$ cat config.mk
export PLATFORM = sky130hd
export DESIGN_NAME = result_display_sequencer
export DESIGN_NICKNAME = d
export VERILOG_FILES = /design/src/rtl/result_display_sequencer.sv
export SDC_FILE = /design/constraint.sdc
export NUM_CORES = 1
export LEC_CHECK = 0
export BUFFER_PORTS_ARGS = -buffer_cell sky130_fd_sc_hd__buf_2
export CAP_MARGIN = 20
export CORE_MARGIN = 4
export CORE_UTILIZATION = 30
export CTS_CLUSTER_DIAMETER = 60
export CTS_CLUSTER_SIZE = 24
export DETAILED_ROUTE_END_ITERATION = 12
export HOLD_SLACK_MARGIN = 0.1
export SYNTH_ARGS = -nofsm -noshare
export SYNTH_HDL_FRONTEND = slang
export SYNTH_SLANG_ARGS = --single-unit
$ cat constraint.sdc
create_clock -name clk -period 3.7 [get_ports clk]
set_input_delay 0.74 -clock clk [delete_from_list [all_inputs] [get_ports clk]]
set_output_delay 0.74 -clock clk [all_outputs]
set_load 0.05 [all_outputs]
$ cat src/rtl/result_display_sequencer.sv
// Steps through the 32-word result memory and shows each word in decimal on the
// 4-digit multiplexed 7-segment display, converting with a sequential double-dabble.

module rds_debounce #(
    parameter int unsigned DEBOUNCE_CYCLES = 650000
) (
    input  logic clk,
    input  logic rst_n,
    input  logic btn_i,
    output logic press_o
);
    localparam int unsigned CW = (DEBOUNCE_CYCLES > 1) ? $clog2(DEBOUNCE_CYCLES) : 1;

    logic [1:0]    sync_q;
    logic          stable_q;
    logic          press_q;
    logic [CW-1:0] cnt_q;

    // Counter runs only while the synced level differs from the accepted one,
    // so any bounce back to the old level restarts the qualification window.
    always_ff @(posedge clk or negedge rst_n) begin
        if (!rst_n) begin
            sync_q   <= '0;
            stable_q <= 1'b0;
            press_q  <= 1'b0;
            cnt_q    <= '0;
        end else begin
            sync_q  <= {sync_q[0], btn_i};
            press_q <= 1'b0;
            if (sync_q[1] == stable_q) begin
                cnt_q <= '0;
            end else if (cnt_q == CW'(DEBOUNCE_CYCLES - 1)) begin
                cnt_q    <= '0;
                stable_q <= sync_q[1];
                press_q  <= sync_q[1];
            end else begin
                cnt_q <= cnt_q + CW'(1);
            end
        end
    end

    assign press_o = press_q;
endmodule

module result_display_sequencer #(
    parameter int unsigned DEBOUNCE_CYCLES = 650000,
    parameter int unsigned SCAN_CYCLES     = 500000,
    parameter int unsigned AUTO_CYCLES     = 100000000,
    parameter int unsigned ADDR_W          = 5
) (
    input  logic              clk,
    input  logic              rst_n,
    input  logic              btn_next,
    input  logic              btn_prev,
    input  logic              btn_auto,
    output logic              rd_en,
    output logic [ADDR_W-1:0] rd_addr,
    input  logic [31:0]       rd_data,
    output logic [6:0]        seg,
    output logic [3:0]        an,
    output logic [ADDR_W-1:0] cur_addr,
    output logic              auto_en,
    output logic              busy
);
    localparam int unsigned SW = (SCAN_CYCLES > 1) ? $clog2(SCAN_CYCLES) : 1;
    localparam int unsigned AW = (AUTO_CYCLES > 1) ? $clog2(AUTO_CYCLES) : 1;
    localparam int unsigned B_NEXT = 0, B_PREV = 1, B_AUTO = 2;
    localparam logic [6:0] SEG_DASH = 7'b0111111;

    typedef enum logic [2:0] {S_IDLE, S_FETCH, S_CAPTURE, S_CONV, S_LOAD} state_e;

    function automatic logic [6:0] seg_lut(input logic [3:0] d);
        case (d)
            4'd0:    seg_lut = 7'b1000000;
            4'd1:    seg_lut = 7'b1111001;
            4'd2:    seg_lut = 7'b0100100;
            4'd3:    seg_lut = 7'b0110000;
            4'd4:    seg_lut = 7'b0011001;
            4'd5:    seg_lut = 7'b0010010;
            4'd6:    seg_lut = 7'b0000010;
            4'd7:    seg_lut = 7'b1111000;
            4'd8:    seg_lut = 7'b0000000;
            4'd9:    seg_lut = 7'b0010000;
            default: seg_lut = 7'b1111111;
        endcase
    endfunction

    // One double-dabble iteration on {bcd[15:0], bin[13:0]}.
    function automatic logic [29:0] dd_step(input logic [29:0] v);
        logic [29:0] t;
        t = v;
        for (int k = 0; k < 4; k++) begin
            if (t[14+4*k +: 4] >= 4'd5) t[14+4*k +: 4] = t[14+4*k +: 4] + 4'd3;
        end
        dd_step = {t[28:0], 1'b0};
    endfunction

    logic [2:0] btn_raw, press;
    assign btn_raw = {btn_auto, btn_prev, btn_next};

    for (genvar i = 0; i < 3; i++) begin : g_btn
        rds_debounce #(.DEBOUNCE_CYCLES(DEBOUNCE_CYCLES)) u_db (
            .clk    (clk),
            .rst_n  (rst_n),
            .btn_i  (btn_raw[i]),
            .press_o(press[i])
        );
    end

    logic [AW-1:0] atmr_q;
    logic          auto_en_q;
    logic          auto_p;

    assign auto_p = auto_en_q && (atmr_q == AW'(AUTO_CYCLES - 1));

    always_ff @(posedge clk or negedge rst_n) begin
        if (!rst_n) begin
            atmr_q    <= '0;
            auto_en_q <= 1'b0;
        end else begin
            auto_en_q <= auto_en_q ^ press[B_AUTO];
            if (|press)           atmr_q <= '0;
            else if (auto_p)      atmr_q <= '0;
            else if (auto_en_q)   atmr_q <= atmr_q + AW'(1);
        end
    end

    // Coincident next and prev cancel; the auto tick counts as a next.
    logic step_vld, step_dir;
    assign step_vld = (press[B_NEXT] | auto_p) ^ press[B_PREV];
    assign step_dir = press[B_NEXT] | auto_p;

    state_e             state_q, state_d;
    logic [ADDR_W-1:0]  cur_q, cur_d;
    logic               pend_vld_q, pend_vld_d, pend_dir_q, pend_dir_d;
    logic               start_q, start_d;
    logic               ovf_q, ovf_d, dov_q, dov_d;
    logic [29:0]        sh_q, sh_d;
    logic [3:0]         it_q, it_d;
    logic [3:0][3:0]    dig_q, dig_d;
    logic [SW-1:0]      scan_q, scan_d;
    logic [1:0]         level_q, level_d;
    logic [6:0]         seg_q, seg_d;

    always_comb begin
        state_d    = state_q;
        cur_d      = cur_q;
        pend_vld_d = pend_vld_q;
        pend_dir_d = pend_dir_q;
        start_d    = start_q;
        ovf_d      = ovf_q;
        sh_d       = sh_q;
        it_d       = it_q;
        dig_d      = dig_q;
        dov_d      = dov_q;
        rd_en      = 1'b0;
        busy       = 1'b0;

        if (state_q != S_IDLE && step_vld && !pend_vld_q) begin
            pend_vld_d = 1'b1;
            pend_dir_d = step_dir;
        end

        case (state_q)
            S_IDLE: begin
                if (start_q) begin
                    start_d = 1'b0;
                    state_d = S_FETCH;
                end else if (pend_vld_q) begin
                    cur_d      = pend_dir_q ? cur_q + ADDR_W'(1) : cur_q - ADDR_W'(1);
                    pend_vld_d = 1'b0;
                    state_d    = S_FETCH;
                end else if (step_vld) begin
                    cur_d   = step_dir ? cur_q + ADDR_W'(1) : cur_q - ADDR_W'(1);
                    state_d = S_FETCH;
                end
            end
            S_FETCH: begin
                rd_en   = 1'b1;
                busy    = 1'b1;
                state_d = S_CAPTURE;
            end
            S_CAPTURE: begin
                busy    = 1'b1;
                ovf_d   = (rd_data > 32'd9999);
                sh_d    = {16'd0, rd_data[13:0]};
                it_d    = 4'd0;
                state_d = S_CONV;
            end
            S_CONV: begin
                busy = 1'b1;
                sh_d = dd_step(sh_q);
                it_d = it_q + 4'd1;
                if (it_q == 4'd13) state_d = S_LOAD;
            end
            S_LOAD: begin
                dig_d   = sh_q[29:14];
                dov_d   = ovf_q;
                state_d = S_IDLE;
            end
            default: state_d = S_IDLE;
        endcase
    end

    // Segment register is fed from next-state level/digits so seg always
    // matches the anode currently driven.
    always_comb begin
        scan_d  = scan_q + SW'(1);
        level_d = level_q;
        if (scan_q == SW'(SCAN_CYCLES - 1)) begin
            scan_d  = '0;
            level_d = level_q + 2'd1;
        end
        seg_d = dov_d ? SEG_DASH : seg_lut(dig_d[2'd3 - level_d]);
    end

    always_ff @(posedge clk or negedge rst_n) begin
        if (!rst_n) begin
            state_q    <= S_IDLE;
            cur_q      <= '0;
            pend_vld_q <= 1'b0;
            pend_dir_q <= 1'b0;
            start_q    <= 1'b1;
            ovf_q      <= 1'b0;
            dov_q      <= 1'b0;
            sh_q       <= '0;
            it_q       <= '0;
            dig_q      <= '0;
            scan_q     <= '0;
            level_q    <= '0;
            seg_q      <= 7'b1000000;
        end else begin
            state_q    <= state_d;
            cur_q      <= cur_d;
            pend_vld_q <= pend_vld_d;
            pend_dir_q <= pend_dir_d;
            start_q    <= start_d;
            ovf_q      <= ovf_d;
            dov_q      <= dov_d;
            sh_q       <= sh_d;
            it_q       <= it_d;
            dig_q      <= dig_d;
            scan_q     <= scan_d;
            level_q    <= level_d;
            seg_q      <= seg_d;
        end
    end

    always_comb begin
        case (level_q)
            2'd0:    an = 4'b0111;
            2'd1:    an = 4'b1011;
            2'd2:    an = 4'b1101;
            default: an = 4'b1110;
        endcase
    end

    assign seg      = seg_q;
    assign rd_addr  = cur_q;
    assign cur_addr = cur_q;
    assign auto_en  = auto_en_q;
endmodule
======== Word level (Yosys, flattened, before mapping) ========
Memory sizes are Yosys's and may differ from the RTL's.
Cells that the tools add are included.
operators by class
  add/subtract/negate cells ............... 14
  magnitude comparators ................... 6
  equal/unequal tests ..................... 17
  multiplexer cells ....................... 44
  bitwise operators ....................... 7
  reduce and logical (&&, ||, !) cells .... 17
operator list
  operator               count
  $mux 20                6
  $mux 27                3
  $add 20x1->20 const B  3
  $eq 20x20->1 const B   3
  $pmux 30 s2            1
  $gt 32x14->1 const B   1
  $add 27x1->27 const B  1
  $eq 27x27->1 const B   1
  $mux 5                 4
  $add 19x1->19 const B  1
  $eq 19x19->1 const B   1
  $mux 19                1
  $ge 4x3->1 const B     4
  $mux 16                1
  $mux 4                 4
  $mux 3                 5
  $mux 1                 13
  $add 4x2->4 const B    3
  $pmux 3 s4             1
  $pmux 4 s3             1
  $bmux 4 s2             1
  $pmux 4 s2             1
  $reduce_and 2->1       4
  $mux 7                 1
  other kinds (28)       40
word-level totals
  register bits ........................... 191
  ROM bits ................................ 112
  input port bits ......................... 37
  output and inout bits ................... 24
  word-level logic and storage cells ...... 136
  memories kept ........................... 1
memory list
  name              depth  bits a word  rd ports  clocked after Yosys merged registers in  write ports  RTL line  RTL
  (name not given)  16     7            1         0                                        0            73        case (d)

======== Longest topological paths before layout ========
  depth in word-level cells ............... 10
  depth in mapped cells ................... 12
  gate-level depth less buffers ........... 9

======== By module ========
Synthesis repeated with hierarchy kept, for this count alone.
second synthesis, totals
  cell total of the unflattened synthesis .. 985
  area, all modules ....................... 10139.7 um^2
modules (own cells, without submodules)
  module                    instances  cells an instance  area an instance (um^2)  seq. area each (um^2)
  result_display_sequencer  1          652                6461.2                   2980.4
  rds_debounce              3          111                1226.2                   600.6

======== Worst setup path after synthesis ========
No wires, ideal clock.
  path type ............................... register to register
  start ................................... register level_q[1]
  end ..................................... register seg_q[3] (netlist: seg[3])
  setup time .............................. 82 ps
  arrival time ............................ 3076 ps
  required time ........................... 3618 ps
  path slack .............................. 542 ps
  cell stages (with the launch flop) ...... 11
  buffers on the path ..................... 2
  period minus slack after synthesis ...... 3158 ps
  cell sequence ........................... dfrtp_1 clkbuf_1 clkinv_1 ha_1 clkbuf_1 mux2i_1 mux4_2 inv_1 ha_1 nand2b_1 a31oi_1
between the ends
  longest elaborated chain between the ends .. 7
ends and longest elaborated chain
  what                              RTL line  RTL
  start, declared                   142       logic [1:0] level_q, level_d;
  start signal, assigned            244       level_q <= level_d;
  $add 2x1->2                       212       level_d = level_q + 2'd1;
  $mux 2 (*)                        210       if (scan_q == SW'(SCAN_CYCLES - 1)) begin
  $sub 2x2->2 (*)                   214       seg_d = dov_d ? SEG_DASH : seg_lut(dig_d[2'd3 - level_d]);
  $bmux 4 s2 (*)                    214
  $mux 4 (not written as such) (*)  214
  $mem_v2 16x7 (*)                  -
  $mux 7 (*)                        214
  named net seg_d[3]                143       logic [6:0] seg_q, seg_d;
  end signal, assigned              245       seg_q <= seg_d;
  end, declared                     143
The timed path passes the listed nets; every way through them passes the cells marked *. The select of a mux whose other input is x is not followed.
A chain may end at the register's enable or synchronous reset.

======== Worst setup path in the final report ========
Ends and elaborated chain as after synthesis.

==> flow_summary.yaml <==
status:
  outcome: "completed"
logic_synthesis:
  syn_area_um2: 9570
  yosysWarnings: 0
  async_reset_ff_share_pct: 100
  synth_seq_cells: 191
  ys_seq_area_share_pct: 50.0
  synth_flop_cell: "dfrtp_1"
  avgSynthCellArea_um2: 10.1
  synth-edff-count: 0
  synth_fp_nets: 1012
  yosysUniqueCellTypes: 55
  syn_inst: 948
global_route:
  grt_pass1_wl_um: 32600
  grt_max_degree: 85
  grt_pass1_vias: 6640
  grt_overflow: 0
  grt_antenna_before_repair: 0
  track_usage_pct: 11.0
cells_and_area:
  seq_area_um2: 4780
  final_common_cell: "dfrtp_1"
  final_nets: 1070
  drive_gt1_share_pct: 12.0
  final_cell_mix: "dfrtp_1 (189), nor2_1 (132), nand2_1 (80)"
  finish.cell_count_without_fillers: 1421
  synthToLayoutAreaGrowth_pct: 13.8
  postLayoutCellArea_um2: 10900
  multi_input_area_um2: 4460
  n_fill_cell: 3194
  utilization_pct: 34.5
  diodes: 0
clocking:
  clockBufferDepth: 2
  h-tree-depth: 4
  cts_tree: "done"
  cts_resized: 0
  cts_sinks: 191
  clk_pin_slew_ns: 0.08
  numCtsBuffers: 17
  hold_buffers: 0
  clk_latency_ns: 0.43
  clk_root_buffer_cell: "clkbuf_16"
  cts_setup_buffers: 0
routing:
  route.detailed.drc: 0
  drtPass1Iterations: 5
  drt-wirelength-per-cell_um: 13.2
  finalWirelength_um: 18800
  via_per_inst: 4.72
  vias: 6710
  drtAntennaViolNets: 0
  drtIter0Drc: 444
sta:
  finalHoldViolCount: 0
  worst_pin_slew_ns: 0.917
  fin_crit_ns: 3.01
  fin_crit_sh_pct: 81.5
  fin_setup_tns_ns: 0
  setup_violations: 0
  slew_viol_final: 0
  skew_ns: 0.0147
  rsz0062_at_grt: "false"
  max_freq_mhz: 332
  relSlewSlack_pct: 38.3
placed_design:
  place.gp.congestion: 0.740
  dp_cells: 1389
  dpl_cell_area_um2: 10300
  portBuffers: 60
  dp_hpwl_um: 13000
floorplanning:
  ios: 61
  die_w_um: 187
  die_h_um: 187
  die_area_um2: 34800
  rows: 65
  core_um2: 31600
  initial_utilization_pct: 30.3
worst_hold_path:
  hold_path.class: "in2async"
pwr:
  peakVddDrop_uv: 306
  p_per_area_nw_per_um2: 371
  leakage_uw: 0.00498
worst_setup_path:
  crit_type: "reg2reg"
  end_kind: "flop"
  cp_max_fo: 11
  arrival_ns: 3.36
  worstPathRequired_ns: 4.05
  startpoint_type: "flop"
job:
  cap_viol_max_count: 0
[per-layer routing]
layer	routed length, um	GRT usage, %
met1	9780	16.1
met5	0	0
met2	8340	16.6
met3	495	2.36
met4	156	2.87
[final timing paths]
| kind | slack [ns] | to | depth (start not counted) | start |
|---|---|---|---|---|
| min in group clk | 0.35 | g_btn[2].u_db.sync_q[1]$_DFF_PN0_ | 0 | g_btn[2].u_db.sync_q[0]$_DFF_PN0_ |
| min | 0.34 | scan_q[1]$_DFF_PN0_ | 1 | rst_n |
| min reg2reg | 0.35 | g_btn[2].u_db.sync_q[1]$_DFF_PN0_ | 0 | g_btn[2].u_db.sync_q[0]$_DFF_PN0_ |
| max reg2reg | 0.69 | seg[3]$_DFF_PN0_ | 9 | level_q[1]$_DFF_PN0_ |
| max | 0.69 | seg[3]$_DFF_PN0_ | 9 | level_q[1]$_DFF_PN0_ |
| max in group asynchronous | 2.44 | it_q[1]$_DFFE_PN0P_ | 2 | rst_n |
[Yosys cell counts (8+ instances only)]
cell type,n,area (um2)
nor2_1,132,495
mux2i_1,54,541
nor3b_1,9,67.6
ha_1,27,338
nand2_1,80,300
inv_1,47,176
nand2b_1,11,68.8
o21ai_0,45,225
mux2_2,8,90.1
nand3_1,38,190
and3_1,26,163
xor2_1,57,499
clkbuf_1,19,71.3
a21oi_1,28,140
nand4_1,32,200
nor4_1,11,68.8
dfrtp_1,189,4730
nor3_1,9,45.0
xnor2_1,48,420
[where the power goes]
part | leakage (uW) | internal, uW | total [uW] | switching [uW]
clock network | 0.000290 | 976 | 1840 | 868
registers | 0.00255 | 2100 | 2100 | 7.22
logic | 0.00214 | 29.0 | 93.6 | 64.6
[per-stage QoR]
stage / setup slack [ns] / hold WS (ns) / power (uW)
after floorplan: 0.542 / 0.331 / 2170
final: 0.685 / 0.343 / 4040
after global placement: 0.807 / 0.336 / 2240
after detailed placement: 0.676 / 0.335 / 2250
after CTS: 0.673 / 0.353 / 4100
after global routing: 0.477 / 0.373 / 4210
[state kept, by name, indices dropped and copies added (netlist names), 3 cells and up]
register             cells
sh_q                    30
seg                      7
g_btn.u_db.sync_q        6
scan_q                  19
atmr_q                  27
g_btn.u_db.cnt_q        60
dig_q                   16
g_btn.u_db.press_o       3
it_q                     4
cur_addr                 5
state_q                  3
g_btn.u_db.stable_q      3
[critical path, stage by stage, from the launching register on]
cell,delay (ns)
dfrtp_1,0.33
buf_4,0.19
clkinv_1,0.24
ha_1,0.70
mux2i_1,0.15
mux4_2,0.62
inv_1,0.15
ha_1,0.25
nand2b_1,0.14
a31oi_1,0.16
[area by class of cell]
type,instances,share of cell area [%]
clock inverters,14,1.33
clock buffers,18,4.03
multi-input cells,679,40.9
flip-flops and latches,191,43.9
inverters,48,1.65
repair buffers,69,3.57
well taps,402,4.62
[cell families (layout without fill, tap and decap cells)]
group | Yosys count | after routing | synth area share (%)
AOI/OAI and AO/OA | 96 | 96 | 5.75
xor gates and xnor gates | 105 | 105 | 9.61
adders and majority gates | 27 | 27 | 3.53
buffers and inverters | 78 | 149 | 3.53
DFF | 191 | 191 | 50.0
muxes | 67 | 67 | 7.76
and+or+nand+nor | 384 | 384 | 19.9
(Power assumes the default switching activity.)
